$ cat src/rtl/ifu_pkg.sv
// Shared types and constants for the instruction-fetch stage.
// Optional feature macro: IFU_ALIGN_EXC_EN (adds exc_adel to each buffered entry).
package ifu_pkg;

    localparam logic [31:0] RESET_PC_DEFAULT = 32'h0000_3000;

    typedef enum logic [1:0] {
        IDLE = 2'd0,
        REQ  = 2'd1,
        WAIT = 2'd2
    } fetch_state_e;

    typedef struct packed {
        logic [31:0] instr;
        logic [31:0] pc;
`ifdef IFU_ALIGN_EXC_EN
        logic        exc_adel;
`endif
    } fifo_entry_t;

    // Clear the byte-offset bits of an address.
    function automatic logic [31:0] word_align(input logic [31:0] a);
        return a & 32'hFFFF_FFFC;
    endfunction

endpackage

$ cat src/rtl/ifu_fifo.sv
// Instruction buffer: synchronous FIFO with push/pop/flush; flush overrides both.
// Ports: clk, reset (async active-low), i_push/i_push_data, i_pop, i_flush,
//        o_head (entry at read pointer), o_count, o_full, o_empty.
module ifu_fifo
    import ifu_pkg::*;
#(
    parameter int unsigned DEPTH = 2,
    parameter int unsigned CW    = $clog2(DEPTH) + 1
) (
    input  logic          clk,
    input  logic          reset,
    input  logic          i_push,
    input  fifo_entry_t   i_push_data,
    input  logic          i_pop,
    input  logic          i_flush,
    output fifo_entry_t   o_head,
    output logic [CW-1:0] o_count,
    output logic          o_full,
    output logic          o_empty
);

    localparam int unsigned AW = $clog2(DEPTH);

    fifo_entry_t   r_mem [DEPTH];
    logic [AW-1:0] r_wr_ptr;
    logic [AW-1:0] r_rd_ptr;
    logic [CW-1:0] r_count;
    logic          w_do_push;
    logic          w_do_pop;

    assign o_empty   = (r_count == '0);
    assign o_full    = (r_count == CW'(DEPTH));
    assign w_do_pop  = i_pop && !o_empty;
    // A push at full is accepted only when a pop frees the slot in the same cycle.
    assign w_do_push = i_push && (!o_full || w_do_pop);
    assign o_head    = r_mem[r_rd_ptr];
    assign o_count   = r_count;

    // Storage, pointers and occupancy.
    always_ff @(posedge clk or negedge reset) begin
        if (!reset) begin
            for (int unsigned i = 0; i < DEPTH; i++) begin
                r_mem[i] <= '0;
            end
            r_wr_ptr <= '0;
            r_rd_ptr <= '0;
            r_count  <= '0;
        end else if (i_flush) begin
            r_wr_ptr <= '0;
            r_rd_ptr <= '0;
            r_count  <= '0;
        end else begin
            if (w_do_push) begin
                r_mem[r_wr_ptr] <= i_push_data;
                r_wr_ptr        <= AW'(r_wr_ptr + 1'b1);
            end
            if (w_do_pop) begin
                r_rd_ptr <= AW'(r_rd_ptr + 1'b1);
            end
            r_count <= r_count + CW'(w_do_push) - CW'(w_do_pop);
        end
    end

endmodule

$ cat src/rtl/ifu_fetch.sv
// Instruction-fetch stage: owns the fetch PC, keeps one request outstanding to
// instruction memory, buffers responses and presents {instr, pc, pc4} to decode.
// Ports: clk, reset (async active-low); redirect/npc_in from the next-PC selector;
//        imem_req/imem_addr/imem_gnt/imem_rvalid/imem_rdata memory interface;
//        out_valid/out_ready/out_instr/out_pc/out_pc4 decode handshake.
// Optional feature macro: IFU_ALIGN_EXC_EN adds exc_adel; a misaligned redirect
// then delivers an address-error entry instead of fetching.
module ifu_fetch
    import ifu_pkg::*;
#(
    parameter logic [31:0] RESET_PC   = RESET_PC_DEFAULT,
    parameter int unsigned FIFO_DEPTH = 2
) (
    input  logic        clk,
    input  logic        reset,
    input  logic        redirect,
    input  logic [31:0] npc_in,
    output logic        imem_req,
    output logic [31:0] imem_addr,
    input  logic        imem_gnt,
    input  logic        imem_rvalid,
    input  logic [31:0] imem_rdata,
    output logic        out_valid,
    input  logic        out_ready,
    output logic [31:0] out_instr,
    output logic [31:0] out_pc,
    output logic [31:0] out_pc4
`ifdef IFU_ALIGN_EXC_EN
    ,
    output logic        exc_adel
`endif
);

    localparam int unsigned   CW      = $clog2(FIFO_DEPTH) + 1;
    localparam logic [CW-1:0] DEPTH_C = CW'(FIFO_DEPTH);

    fetch_state_e  r_state;
    fetch_state_e  w_state_nxt;
    logic [31:0]   r_fetch_pc;
    logic [31:0]   w_fetch_pc_nxt;
    logic [31:0]   r_req_pc;
    logic          r_drop;
    logic          w_drop_nxt;
    logic          w_halt_nxt;
    logic          w_rsp_push;
    logic          w_push;
    logic          w_pop;
    logic          w_flush;
    logic          w_full;
    logic          w_empty;
    logic [CW-1:0] w_count;
    logic [CW-1:0] w_count_nxt;
    fifo_entry_t   w_push_data;
    fifo_entry_t   w_head;

`ifdef IFU_ALIGN_EXC_EN
    logic          r_halt;
    logic          r_exc_pend;
    logic [31:0]   r_exc_pc;
    logic          w_misalign;

    assign w_misalign = redirect && (npc_in[1:0] != 2'b00);
    // Fetching stays halted from a misaligned redirect until the next aligned one.
    assign w_halt_nxt = redirect ? w_misalign : r_halt;

    // Address-error entry is pushed the cycle after the redirect, once the flush is done.
    always_ff @(posedge clk or negedge reset) begin
        if (!reset) begin
            r_halt     <= 1'b0;
            r_exc_pend <= 1'b0;
            r_exc_pc   <= '0;
        end else begin
            r_halt     <= w_halt_nxt;
            r_exc_pend <= w_misalign;
            if (w_misalign) begin
                r_exc_pc <= npc_in;
            end
        end
    end
`else
    assign w_halt_nxt = 1'b0;
`endif

    assign w_flush    = redirect;
    assign w_pop      = !w_empty && out_ready && !redirect;
    assign w_rsp_push = (r_state == WAIT) && imem_rvalid && !r_drop && !redirect;

    // FIFO write data: memory response, or the address-error marker.
    always_comb begin
        w_push_data       = '0;
        w_push            = w_rsp_push;
        w_push_data.instr = imem_rdata;
        w_push_data.pc    = r_req_pc;
`ifdef IFU_ALIGN_EXC_EN
        if (r_exc_pend) begin
            w_push               = 1'b1;
            w_push_data.instr    = '0;
            w_push_data.pc       = r_exc_pc;
            w_push_data.exc_adel = 1'b1;
        end
`endif
    end

    assign w_count_nxt = w_flush ? '0 : CW'(w_count + CW'(w_push) - CW'(w_pop));

    // Next-state, next-PC and drop-flag logic.
    always_comb begin
        w_state_nxt    = r_state;
        w_fetch_pc_nxt = r_fetch_pc;
        w_drop_nxt     = r_drop;
        if (redirect) begin
            w_fetch_pc_nxt = word_align(npc_in);
        end
        case (r_state)
            IDLE: begin
                // Nothing in flight, so a free slot is enough to issue.
                if ((redirect || !w_full) && !w_halt_nxt) begin
                    w_state_nxt = REQ;
                end
            end
            REQ: begin
                if (redirect) begin
                    w_drop_nxt = 1'b1;
                end
                if (imem_gnt) begin
                    // After a redirect fetch_pc already holds the new target.
                    if (!redirect && !r_drop) begin
                        w_fetch_pc_nxt = r_fetch_pc + 32'd4;
                    end
                    w_state_nxt = WAIT;
                end
            end
            WAIT: begin
                if (imem_rvalid) begin
                    w_drop_nxt  = 1'b0;
                    w_state_nxt = (w_count_nxt < DEPTH_C && !w_halt_nxt) ? REQ : IDLE;
                end else if (redirect) begin
                    w_drop_nxt = 1'b1;
                end
            end
            default: begin
                w_state_nxt = IDLE;
            end
        endcase
    end

    // State register; the request address is captured on entry to REQ and held until gnt.
    always_ff @(posedge clk or negedge reset) begin
        if (!reset) begin
            r_state    <= IDLE;
            r_fetch_pc <= RESET_PC;
            r_req_pc   <= RESET_PC;
            r_drop     <= 1'b0;
        end else begin
            r_state    <= w_state_nxt;
            r_fetch_pc <= w_fetch_pc_nxt;
            r_drop     <= w_drop_nxt;
            if (w_state_nxt == REQ && r_state != REQ) begin
                r_req_pc <= w_fetch_pc_nxt;
            end
        end
    end

    ifu_fifo #(
        .DEPTH (FIFO_DEPTH),
        .CW    (CW)
    ) u_fifo (
        .clk         (clk),
        .reset       (reset),
        .i_push      (w_push),
        .i_push_data (w_push_data),
        .i_pop       (w_pop),
        .i_flush     (w_flush),
        .o_head      (w_head),
        .o_count     (w_count),
        .o_full      (w_full),
        .o_empty     (w_empty)
    );

    assign imem_req  = (r_state == REQ);
    assign imem_addr = r_req_pc;
    assign out_valid = !w_empty;
    // Payload reads as zero whenever no entry is valid.
    assign out_instr = out_valid ? w_head.instr : '0;
    assign out_pc    = out_valid ? w_head.pc : '0;
    assign out_pc4   = out_valid ? (w_head.pc + 32'd4) : '0;
`ifdef IFU_ALIGN_EXC_EN
    assign exc_adel  = out_valid && w_head.exc_adel;
`endif

endmodule

$ cat config.mk
export PLATFORM = sky130hd
export DESIGN_NAME = ifu_fetch
export DESIGN_NICKNAME = d
export VERILOG_FILES = /design/src/rtl/ifu_pkg.sv /design/src/rtl/ifu_fifo.sv /design/src/rtl/ifu_fetch.sv
export SDC_FILE = /design/constraint.sdc
export NUM_CORES = 1
export LEC_CHECK = 0
export ABC_AREA = 1
export BUFFER_PORTS_ARGS = -buffer_cell sky130_fd_sc_hd__clkbuf_2
export CAP_MARGIN = 5
export CORE_MARGIN = 5
export CORE_UTILIZATION = 25
export CTS_CLUSTER_DIAMETER = 40
export DETAILED_ROUTE_END_ITERATION = 8
export GPL_TIMING_DRIVEN = 0
export HOLD_SLACK_MARGIN = 0.06
export RECOVER_POWER = 100
export SLEW_MARGIN = 20
export SYNTH_ARGS = -nofsm -noshare
export SYNTH_HDL_FRONTEND = slang
export SYNTH_HIERARCHICAL = 1
export SYNTH_SLANG_ARGS = --single-unit
$ cat constraint.sdc
create_clock -name clk -period 2.7 [get_ports clk]
set_input_delay 0.405 -clock clk [delete_from_list [all_inputs] [get_ports clk]]
set_output_delay 0.405 -clock clk [all_outputs]
set_load 0.02 [all_outputs]
# Word level (Yosys, flattened, before mapping)
# Index checks and enable logic that the tools add are counted.
[classes] muxes=27 order_cmp=4 addsub=8 bitwise_logic=3 n_eq_ne=5 reduce_logical=22
[ops] op="$mux 64" n=4
[ops] op="$mux 32" n=7
[ops] op="$bwmux 128" n=1
[ops] op="$add 32x3->32 const B" n=2
[ops] op="$demux 64 s1" n=1
[ops] op="$logic_and 1x1->1" n=10
[ops] op="$mux 2" n=5
[ops] op="$mux 1" n=7
[ops] op="$pmux 2 s3" n=1
[ops] op="$reduce_bool 2->1" n=3
[ops] op="$add 2x1->2" n=2
[ops] op="$eq 2x1->1 const B" n=2
[ops] op="$eq 2x2->1 const B" n=2
[ops] op="$ge 2x2->1 const B" n=2
[ops] op="$logic_not 1->1" n=4
[ops] op="$logic_not 2->1" n=2
[ops] op="$not 1->2" n=2
[ops] op="$sub 2x1->2" n=2
[ops] op="$add 1x1->1 const B" n=2
[ops] op="$logic_or 1x1->1" n=2
[ops] op="$lt 2x1->1 const B" n=1
[ops] op="$lt 2x2->1 const B" n=1
[ops] op="$ne 2x1->1 const B" n=1
[ops] op="$pmux 1 s2" n=1
[ops] op="other kinds (2)" n=2
[word_totals] ff_bits=199 out_inout_bits=130

# Longest topological paths before layout
[logic_depth] ltp_word=13 ltp_mapped=18 mapped_depth_nobuf=16

# Cells and area by module
# Netlist, hierarchy kept.
[modules_own_cells] mod="ifu_fifo" cells_per_inst=811 n_inst=1 seq_area_each_um2=3303.2 area_each_um2=6436.2
[modules_own_cells] mod="ifu_fetch" cells_per_inst=891 n_inst=1 seq_area_each_um2=1681.6 area_each_um2=5390.2

# Worst setup path before layout
# OpenSTA, ideal clock, no wires.
[synth_timing] path_kind="flip-flop to output port" from="register u_fifo.r_rd_ptr" to="output port out_pc4[24]" slack_ns=0.175 stages_incl_launch_ff=16 arrival_ns=2.120 required_time_ns=2.295 path_cell_list="dfrtp_1 inv_1 buf_2 buf_2 nand2_1 nand2_1 ha_1 nand2_1 nor2_1 inv_1 nor2_1 nand2_1 inv_1 nand2_1 xor2_1 nor2_1"
[synth_rtl] item="start: declaration" line="ifu_fifo.sv:26" text="logic [AW-1:0] r_rd_ptr;"
[synth_rtl] item="start signal: assignment" line="ifu_fifo.sv:58" text="r_rd_ptr <= AW'(r_rd_ptr + 1'b1);"
[synth_rtl] item="end: declaration" line="ifu_fetch.sv:27" text="output logic [31:0] out_pc4"

==> flow_metrics.tcl <==
set metrics [dict create \
    result_of_the_run "finished with violations" \
    violated_checks "max-capacitance violations, max-slew violations, negative setup slack" \
    final_ant_viol_nets 0 \
    final_max_slew_viol_count 22 \
    placement_rows 79 \
    power.total_uw 9516 \
    crit_type "register to output port" \
    post-route-drc-count 0 \
    initial_core_util_pct 25.35 \
    detailroute.via_count 12110 \
    gp_congestion 0.9336 \
    die_w_um 227.5 \
    syn2layout_area_growth_pct 27.63 \
    grt_pass1_wl_um 67100 \
    placement.io_buffers 197 \
    worst_slack_ns -0.3252 \
    synth_area_um2 11830 \
    grt-ovfl-total 0 \
    required_ns 2.30 \
    critical_path.startpoint_type "register" \
    synth.yosys.warnings 6 \
    synth.distinct_cells 45 \
    mostFrequentLayoutCells "nand2_1, dfrtp_1, nor2_1, nand4_1, clkbuf_2" \
    register_clock_pin_slew_on_the_reported_worst_setup_and_hold_paths_ns 0.08 \
    timing.critical_path.slowest_cell_delay_ns 0.41 \
    post_layout_util_pct 32.35 \
    place.detailed.hpwl_um 32920 \
    layout_worst_path_cycle_share_pct 112.0 \
    floorplan.io_pins 200 \
    antennaDiodeCount 0 \
    clk-insertion-delay-late_ns 0.45 \
    cts_made_buffers 17 \
    pre_cts_slack_ns -0.7978 \
    maximum_number_of_pins_on_one_net_before_global_route_repair 91 \
    synth-seq-area-share_pct 42.15 \
    placedInstanceArea_um2 13640 \
    worstPathArrival_ns 2.62 \
    first_global_vias 11890 \
    crit_family "simple AND/OR/NAND/NOR gates" \
    path_cells "inv_2 -> buf_6 -> buf_8 -> buf_8 -> nand2_4 -> nand2_4 -> inv_4 -> nor3_4 -> nand3_2 -> nor2_4 -> buf_4 -> xor2_1 -> nor2_1 -> buf_4" \
    critical_path_peak_fanout 6 \
    drv.max_cap_violation_count 1 \
    vias_per_cell 4.705 \
    clockBufferDepth 2 \
    worst_slew_slack_as_a_fraction_of_its_limit_pct -0.6450 \
    ctsHtreeMaxLevel 4 \
    vdd_ir_drop_max_mv 0.3347 \
    total_clock_sinks 199 \
    count_of_tritonroute_iterations_in_the_first_routing_pass 5 \
    min_period_ns 3.025 \
    power.static_leakage_uw 0.007732 \
    synth_edf_count 0 \
    drt_iter0_drc 1086 \
    number_of_nets_at_the_end_of_the_flow 2033 \
    critPathSlowestCell "dfrtp_1" \
    number_of_antenna_violations_at_the_first_check_in_global_routing 0 \
    grt_setup_unrepaired "true" \
    pwr_density_cell_nw_per_um2 630.4 \
    end_kind "output port" \
    global_route.usage.total_pct 16.54 \
    core_region_area_um2 46650 \
    worst_hold_slack_ns 0.2104 \
    synthCells 1702 \
    detail_route.wl_per_cell_um 16.92 \
    total_length_of_routed_wires_um 43560 \
    total_non_filler_cell_area_in_the_finished_layout_um2 15090 \
    die-height_um 227.5 \
    drive_above_1_share_pct 23.59 \
    fp.dieArea_um2 51750 \
    postSynthNetCount 1781 \
    fmax_ghz 0.3306 \
    cts_tree "built" \
    synth_flop_cell "dfrtp_1" \
    cts_root_buffer "clkbuf_16" \
    timing.critical_path.buf_inv 7 \
    layout_commonest_cell "nand2_1" \
    timing.hold.worst.class "primary input to register" \
    tightestPinTransition_ns 1.510 \
    final_report_hold_violation_count 0 \
    avgSynthCellArea_um2 6.948 \
    clock_skew_ns 0.01409 \
    synth_async_sr_flop_share_pct 100.0 \
    ys_ff_latch 199 \
    finalSetupViolations 59 \
]
-- worst reg2reg max path, delay by kind of cell (launching register included) --
family | cells | cell delay, ns
adders and majority gates | 1 | 0.26
buffers and inverters | 4 | 0.60
DFF | 1 | 0.45
and+or+nand+nor | 13 | 1.21
-- worst paths after layout --
| path | slack, ns | to | cells past startpoint | startpoint |
|---|---|---|---|---|
| min in group asynchronous | 0.86 | r_fetch_pc[11] | 2 | reset |
| hold / removal | 0.21 | u_fifo/r_mem[56] | 3 | imem_rdata[24] |
| max in group asynchronous | 0.31 | u_fifo/r_mem[71] | 3 | reset |
| hold reg to reg | 0.47 | u_fifo/r_mem[115] | 2 | u_fifo/r_mem[115] |
| setup reg to reg | 0.13 | imem_addr[12] | 18 | u_fifo/o_count[0] |
| setup / recovery | -0.33 | out_pc4[15] | 14 | u_fifo/r_rd_ptr |
-- final cells by class --
cell class | count | area [um2]
Fill cell | 5105 | 31560
Multi-Input combinational cell | 1256 | 6208
Sequential cell | 199 | 4986
Timing Repair Buffer | 235 | 1348
Tap cell | 607 | 759.5
Buffer | 99 | 665.6
Inverter | 146 | 571.8
Clock buffer | 18 | 439.2
Clock inverter | 14 | 116.4
-- cells in the mapped netlist, drive strengths merged, types with 2 or more instances --
| library cell | n | area share [%] |
|---|---|---|
| o211ai | 2 | 0.13 |
| inv | 144 | 4.6 |
| clkinv | 2 | 0.11 |
| ha | 9 | 0.95 |
| nand4 | 146 | 7.9 |
| xor2 | 28 | 2.1 |
| o21ai | 48 | 2.0 |
| nand3 | 34 | 1.7 |
| buf | 86 | 4.8 |
| dfrtp | 195 | 41 |
| dfstp | 4 | 0.89 |
| clkbuf | 15 | 0.48 |
| nor2 | 174 | 5.8 |
| a31oi | 2 | 0.11 |
| nand3b | 6 | 0.38 |
| nor3 | 20 | 0.89 |
| a21oi | 18 | 0.79 |
| or2 | 7 | 0.37 |
| nand2 | 749 | 24 |
| nor4 | 4 | 0.21 |
-- per-stage QoR --
| step | std cells | setup TNS [ns] |
|---|---|---|
| after floorplan | 1702 | 0 |
| after global placement | 2506 | -646.57 |
| after detailed placement | 2508 | -80.03 |
| after CTS | 2567 | -6.019 |
| after global routing | 2574 | -49.40 |
| final | 2574 | -8.082 |
-- registers in the layout, indices dropped and copies added (netlist names) --
signal / flops
imem_addr: 32
r_drop: 1
r_fetch_pc: 32
r_state: 2
u_fifo/o_count: 2
u_fifo/r_mem: 128
u_fifo/r_rd_ptr: 1
u_fifo/r_wr_ptr: 1
-- timing repair --
| item | in CTS | in global routing |
|---|---|---|
| buffers inserted | 26 | 9 |
| hold buffers | 1 | 0 |
| gates resized for setup | 162 | 88 |
| pin swaps | 35 | 33 |
| setup endpoints to repair | 259 | 70 |
| gates cloned | 0 | 0 |
| endpoints found under the hold margin | 18 | 0 |
-- power breakdown --
group / internal [uW] / total (uW) / switching (uW)
clock: 1230 / 2480 / 1250
sequential: 3500 / 4130 / 628
combinational: 887 / 2910 / 2020
-- layer usage --
layer / track usage, % / up-vias / wire length (um)
met2: 26.28 / 421 / 19870
met1: 23.22 / 5750 / 19960
met4: 4.321 / 0 / 787
met3: 3.224 / 44 / 2942
li1: - / 5896 / -
met5: 0 / - / 0
-- cell families after synthesis --
logic type | after synthesis | share of synthesized area (%)
AO/OA/AOI/OAI | 77 | 3.513
XOR/XNOR | 28 | 2.074
adder cells (fa/ha/maj) | 9 | 0.9522
buffers and inverters | 247 | 9.934
flip-flops | 199 | 42.15
multiplexers | 1 | 0.08464
AND/OR/NAND/NOR | 1141 | 41.29
Power figures use the tool's default switching activity.
